==> src/rtl/rf_wr_arbiter_pkg.sv <==
// -----------------------------------------------------------------------------
// RF_my_pkg -- shared definitions for the register-file write arbiter.
//   WD         : write-data width (also the width of the one-hot write vector)
//   SEL        : register address width
//   wr_state_e : write-port FSM states (IDLE = nothing held, ISSUE = one write
//                held in the output register)
// -----------------------------------------------------------------------------
package RF_my_pkg;

  localparam int unsigned WD  = 32;
  localparam int unsigned SEL = 5;

  typedef enum logic {
    IDLE  = 1'b0,
    ISSUE = 1'b1
  } wr_state_e;

endpackage

==> src/rtl/rf_wr_arbiter_rr_arb.sv <==
// -----------------------------------------------------------------------------
// rf_rr_arb -- two-requester round-robin arbiter (purely combinational).
//   en_i     : acceptance allowed this cycle
//   valid0_i : requester 0 pending
//   valid1_i : requester 1 pending
//   ptr_i    : round-robin pointer (0 favours requester 0, 1 favours 1)
//   gnt0_o   : requester 0 granted
//   gnt1_o   : requester 1 granted
//   ptr_d_o  : next pointer value (points away from the requester just granted)
// -----------------------------------------------------------------------------
module rf_rr_arb (
  input  logic en_i,
  input  logic valid0_i,
  input  logic valid1_i,
  input  logic ptr_i,
  output logic gnt0_o,
  output logic gnt1_o,
  output logic ptr_d_o
);

  // Grant selection: a lone requester always wins, a tie goes to the pointer.
  always_comb begin
    gnt0_o  = 1'b0;
    gnt1_o  = 1'b0;
    ptr_d_o = ptr_i;
    if (!en_i) begin
      gnt0_o = 1'b0;
      gnt1_o = 1'b0;
    end else if (valid0_i && valid1_i) begin
      gnt0_o = (ptr_i == 1'b0);
      gnt1_o = (ptr_i == 1'b1);
    end else begin
      gnt0_o = valid0_i;
      gnt1_o = valid1_i;
    end

    // After any acceptance the other requester becomes favoured.
    if (gnt0_o) begin
      ptr_d_o = 1'b1;
    end else if (gnt1_o) begin
      ptr_d_o = 1'b0;
    end else begin
      ptr_d_o = ptr_i;
    end
  end

endmodule

==> src/rtl/rf_wr_arbiter.sv <==
// -----------------------------------------------------------------------------
// rf_wr_arbiter -- arbitrates two register-write requesters onto one register
// file write port with a single-entry output register.
//
// Parameters : WD (data / one-hot width), SEL (address width), CW (counter width)
// Ports
//   clk, rst                      : clock, synchronous active-high reset
//   req{0,1}_valid/addr/data      : requester write requests
//   req{0,1}_ready                : request accepted this cycle (combinational)
//   rf_stall                      : register file cannot take a write
//   wr_en/wr_addr/wr_data         : registered write port
//   wr_onehot                     : decoded wr_addr, zero when idle or addr 0
//   wr_count                      : saturating completed-write counter
// Optional (macro RF_WR_FWD_EN)
//   rd_addr, fwd_hit, fwd_data    : bypass of the held write to a reader
// Writes to register 0 are acknowledged and dropped.
// -----------------------------------------------------------------------------
module rf_wr_arbiter #(
  parameter int unsigned WD  = RF_my_pkg::WD,
  parameter int unsigned SEL = RF_my_pkg::SEL,
  parameter int unsigned CW  = 16
) (
  input  logic           clk,
  input  logic           rst,
  input  logic           req0_valid,
  input  logic [SEL-1:0] req0_addr,
  input  logic [WD-1:0]  req0_data,
  output logic           req0_ready,
  input  logic           req1_valid,
  input  logic [SEL-1:0] req1_addr,
  input  logic [WD-1:0]  req1_data,
  output logic           req1_ready,
  input  logic           rf_stall,
`ifdef RF_WR_FWD_EN
  input  logic [SEL-1:0] rd_addr,
  output logic           fwd_hit,
  output logic [WD-1:0]  fwd_data,
`endif
  output logic           wr_en,
  output logic [SEL-1:0] wr_addr,
  output logic [WD-1:0]  wr_data,
  output logic [WD-1:0]  wr_onehot,
  output logic [CW-1:0]  wr_count
);

  import RF_my_pkg::*;

  // One-hot decode of a register address; address 0 decodes to all-zero.
  function automatic logic [WD-1:0] decode_addr(input logic [SEL-1:0] addr);
    logic [WD-1:0] dec;
    dec = '0;
    for (int i = 0; i < int'(WD); i++) begin
      if ((i != 0) && (int'(addr) == i)) begin
        dec[i] = 1'b1;
      end else begin
        dec[i] = 1'b0;
      end
    end
    return dec;
  endfunction

  wr_state_e      state_q, state_d;
  logic           ptr_q, ptr_d;
  logic [SEL-1:0] addr_q, addr_d;
  logic [WD-1:0]  data_q, data_d;
  logic [WD-1:0]  onehot_q, onehot_d;
  logic [CW-1:0]  count_q, count_d;

  logic           complete_s;
  logic           accept_en_s;
  logic           gnt0_s, gnt1_s;
  logic           accept_s;
  logic [SEL-1:0] acc_addr_s;
  logic [WD-1:0]  acc_data_s;

  // A held write leaves the port whenever the register file is not stalled.
  assign complete_s  = (state_q == ISSUE) && !rf_stall;
  // The output register is free when empty or draining this cycle.
  assign accept_en_s = !rst && ((state_q == IDLE) || complete_s);

  rf_rr_arb u_arb (
    .en_i     (accept_en_s),
    .valid0_i (req0_valid),
    .valid1_i (req1_valid),
    .ptr_i    (ptr_q),
    .gnt0_o   (gnt0_s),
    .gnt1_o   (gnt1_s),
    .ptr_d_o  (ptr_d)
  );

  assign req0_ready = gnt0_s;
  assign req1_ready = gnt1_s;
  assign accept_s   = gnt0_s || gnt1_s;
  assign acc_addr_s = gnt1_s ? req1_addr : req0_addr;
  assign acc_data_s = gnt1_s ? req1_data : req0_data;

  // Next-state and output-register load logic.
  always_comb begin
    state_d  = state_q;
    addr_d   = addr_q;
    data_d   = data_q;
    onehot_d = onehot_q;
    count_d  = count_q;

    case (state_q)
      IDLE: begin
        if (accept_s && (acc_addr_s != '0)) begin
          state_d  = ISSUE;
          addr_d   = acc_addr_s;
          data_d   = acc_data_s;
          onehot_d = decode_addr(acc_addr_s);
        end else begin
          state_d  = IDLE;
        end
      end
      ISSUE: begin
        if (complete_s && accept_s && (acc_addr_s != '0)) begin
          state_d  = ISSUE;
          addr_d   = acc_addr_s;
          data_d   = acc_data_s;
          onehot_d = decode_addr(acc_addr_s);
        end else if (complete_s) begin
          // Drained with nothing new (or only a discarded addr-0 request).
          state_d  = IDLE;
          onehot_d = '0;
        end else begin
          state_d  = ISSUE;
        end
      end
      default: begin
        state_d  = IDLE;
        onehot_d = '0;
      end
    endcase

    if (complete_s && !(&count_q)) begin
      count_d = count_q + {{(CW-1){1'b0}}, 1'b1};
    end else begin
      count_d = count_q;
    end
  end

  // State and output registers; reset drops any held write.
  always_ff @(posedge clk) begin
    if (rst) begin
      state_q  <= IDLE;
      ptr_q    <= 1'b0;
      addr_q   <= '0;
      data_q   <= '0;
      onehot_q <= '0;
      count_q  <= '0;
    end else begin
      state_q  <= state_d;
      ptr_q    <= ptr_d;
      addr_q   <= addr_d;
      data_q   <= data_d;
      onehot_q <= onehot_d;
      count_q  <= count_d;
    end
  end

  assign wr_en     = (state_q == ISSUE);
  assign wr_addr   = addr_q;
  assign wr_data   = data_q;
  assign wr_onehot = onehot_q;
  assign wr_count  = count_q;

`ifdef RF_WR_FWD_EN
  // Bypass compare against the write currently on the port.
  assign fwd_hit  = wr_en && (addr_q == rd_addr) && (rd_addr != '0);
  assign fwd_data = fwd_hit ? data_q : '0;
`endif

endmodule

==> config.mk <==
export PLATFORM = sky130hd
export DESIGN_NAME = rf_wr_arbiter
export DESIGN_NICKNAME = d
export VERILOG_FILES = /design/src/rtl/rf_wr_arbiter_pkg.sv /design/src/rtl/rf_wr_arbiter_rr_arb.sv /design/src/rtl/rf_wr_arbiter.sv
export SDC_FILE = /design/constraint.sdc
export NUM_CORES = 1
export LEC_CHECK = 0
export ABC_AREA = 1
export CAP_MARGIN = 40
export CORE_AREA = 2 2 134 136
export DETAILED_ROUTE_END_ITERATION = 16
export DIE_AREA = 0 0 136 138
export GPL_ROUTABILITY_DRIVEN = 0
export SYNTH_ARGS = -nofsm -noshare
export SYNTH_HDL_FRONTEND = slang
export SYNTH_SLANG_ARGS = --single-unit
==> constraint.sdc <==
create_clock -name clk -period 2.8 [get_ports clk]
set_input_delay 0.56 -clock clk [delete_from_list [all_inputs] [get_ports clk]]
set_output_delay 0.56 -clock clk [all_outputs]
set_load 0.1 [all_outputs]
==> key figures <==
Yosys
  • Post-synthesis async set-or-reset flop share: 0%
  • FF+latch count, synth: 86
  • Yosys warning count: 0
  • Seq/Total Area, Yosys: 41.9%
  • Top cells by area, synth: dfxtp_1 (42%), nand2_1 (18%), nor2_1 (8.8%)
  • Syn Inst Count: 619
  • Syn Std Cell Area: 0.00411 sq mm
  • Top-count cell post-synth: nand2_1
  • Synth top cells by count: nand2_1 (199), nor2_1 (96), dfxtp_1 (86), o21ai_0 (45), inv_1 (35)
  • Top FF cell, synth: dfxtp_1
  • Synth cell types: 29
  • Synth top area share: 41.9%
  • Avg Cell Area, Syn: 6.64 sq um
  • Post-synth EDFFs: 0
  • Synth area leader: dfxtp_1
  • Syn nets: 699

Clock network
  • Clock transition at path regs: 0.07 ns
  • CTS tree: done
  • CTS resizes: 0
  • Cts hold-fix bufs: 0
  • Clock sinks: 86
  • Worst-skew pair later-pin latency: 0.35 ns
  • CTS root buf: clkbuf_16
  • Post-CTS setup buffer count: 0
  • Total clock buffers created by CTS: 9
  • Clock buffer depth: 2
  • H-Tree Depth: 3

Drt
  • Vias per std cell: 4.38
  • Final WL: 14.0 mm
  • First drt pass iteration count: 4
  • Vias: 4,453
  • Antenna viol nets, final: 0
  • DR WL/cell: 13.7 um
  • DR iter-0 viols: 308
  • # DRC: 0

Place
  • Pre-CTS WS: 0.0918 ns
  • Dpl hpwl: 10.3 mm
  • Placed Area: 0.00588 sq mm
  • Port Buf Inserts: 165

Pwr
  • Fraction of power consumed by sequential logic: 33.5%
  • Leakage power: 2.84 nW
  • Clock share of power: 33.0%
  • Power consumption: 4.07 mW
  • Cell Pwr Density: 655 mW/mm^2
  • Comb power frac: 33.5%
  • Sw Ratio: 39.1%
  • Int Power: 2.48 mW
  • Switching Power: 1.59 mW
  • Peak VDD IR: 323 uV

Timing
  • Max_slew headroom: 60.4%
  • Minimum clock period: 2.62 ns
  • Slew Limit Fails: 0
  • Final worst setup slack: 0.184 ns
  • Final setup fails: 0
  • Hold Fails Final Rpt: 0
  • Actual slew at the worst max-slew pin: 0.594 ns
  • Fmax: 0.382 GHz
  • Sum of negative setup slack: 0 ns
  • RSZ-0062 raised after global routing: false
  • Clock Skew: 0.00512 ns
  • Share of the cycle needed by the critical path after routing: 93.4%

Setup path
  • Crit path max-delay family: buffers and inverters
  • CP Data Required Time: 2.24 ns
  • Worst Path Arrival: 2.06 ns
  • Startpoint types: input port
  • Crit Path Category: input port to primary output
  • Crit path cell chain: clkdlybuf4s50_1 -> a21oi_4 -> nand2_4 -> buf_4 -> inv_1 -> buf_12
  • CP peak stage delay: 0.52 ns
  • CP max-delay cell: clkdlybuf4s50_1
  • Crit-path max FO: 9
  • Worst path bufs/invs: 4
  • Endpoint type of the worst setup path: primary output

Die
  • Die Height: 138 um
  • Num ports: 167
  • Initial Utilization: 23.4%
  • Die width: 136 um
  • Core Box Area: 0.0175 sq mm
  • Die area: 0.0188 sq mm
  • Num rows: 49

Final layout
  • Multi-input gate area: 0.00207 sq mm
  • Fin util: 35.4%
  • Filler Cell Count: 1,924
  • Area delta synth->final: 51.2%
  • Fin nets: 863
  • Post-route cell area: 0.00621 sq mm
  • Reg area: 0.00172 sq mm
  • Fraction of layout cells with a size suffix above 1: 17.6%
  • N_diodes: 0

Global route
  • Gr ovfl total: 0
  • Antenna violations before repair: 0
  • Gr usage total: 15.0%
  • Vias in the first global route: 4,329
  • Largest net degree at the start of global routing: 62
  • First-pass GRT wire length: 22.4 mm

Hold path
  • Worst Hold Class: flip-flop to flip-flop

Status
  • Status: finished, final reports clean

Flow run
  • MaxCap Viol Count: 0
[cell usage in the layout, fill, tap and decap left out, drive strengths merged]
cell type,netlist,final
nand2,205,205
clkdlybuf4s50,0,78
nor4,1,1
nand3b,4,4
o22ai,1,1
dfxtp,86,86
a21oi,32,32
xor2,4,4
o21ai,47,47
nor3,11,11
xnor2,1,1
bufinv,0,2
nand3,20,20
nor3b,1,1
clkinvlp,0,1
nor2,98,98
clkinv,0,2
conb,1,1
inv,36,37
clkbuf,19,10
nand4,34,34
ha,1,1
buf,17,111
[power groups by stage]
| stage | registers (mW) | clock network [mW] | logic (mW) |
|---|---|---|---|
| 6_report | 1.36 | 1.34 | 1.36 |
| 5_1_grt | 1.37 | 1.43 | 1.45 |
| 4_1_cts | 1.36 | 1.37 | 1.37 |
| 3_5_place_dp | 1.39 | 0 | 1.37 |
| 3_3_place_gp | 1.39 | 0 | 1.37 |
| 2_1_floorplan | 2.01 | 0 | 0.348 |
[cell type report]
class,count,area share (%)
clock buffer,10,3.85
multi-input combinational,461,33.3
sequential,86,27.7
clock inverter,6,1.51
timing repair buffer,189,26.8
tap,229,4.61
inverter,36,2.18
[tightest hold or removal path: cells and delay by family (launching register included)]
kind / cells / cell delay (ns)
simple gates: 2 / 0.11
flops: 1 / 0.31
[through the flow]
stage / instances / hold slack (ns)
after floorplan: 619 / 0.446
after global placement: 1001 / 0.457
after detailed placement: 1001 / 0.460
after CTS: 1017 / 0.471
after global routing: 1017 / 0.500
final: 1017 / 0.468
[cells by family after synthesis]
kind of cell,Yosys count,synth area share (%)
AO/OA/AOI/OAI,80,10.4
XOR/XNOR,5,1.07
adder cells (fa/ha/maj),1,0.305
buffers and inverters,72,7.89
flip-flops,86,41.9
other,1,0.0913
AND/OR/NAND/NOR,374,38.3
[metal layers]
| layer | vias to the layer above | wire [um] | GRT usage [%] |
|---|---|---|---|
| met1 | 1983 | 6290 | 19.0 |
| met3 | 18 | 990 | 3.89 |
| met4 | 0 | 367 | 6.36 |
| met2 | 120 | 6310 | 24.1 |
| li1 | 2332 | - | - |
| met5 | - | 0 | 0 |
[path summary, 6_finish.rpt]
kind / start / to / slack [ns] / cells after the start
hold / removal: ptr_q / ptr_q / 0.47 / 2
setup reg to reg: wr_count[1] / wr_count[8] / 0.81 / 9
hold reg to reg: ptr_q / ptr_q / 0.47 / 2
setup / recovery: rf_stall / req1_ready / 0.18 / 6
[flip-flops by register name (all words and copies together) (netlist names)]
register and flops:
wr_data 32, wr_en 1, wr_onehot 31, wr_addr 5, wr_count 16, ptr_q 1
No activity file was read; power rests on OpenSTA's default activity.
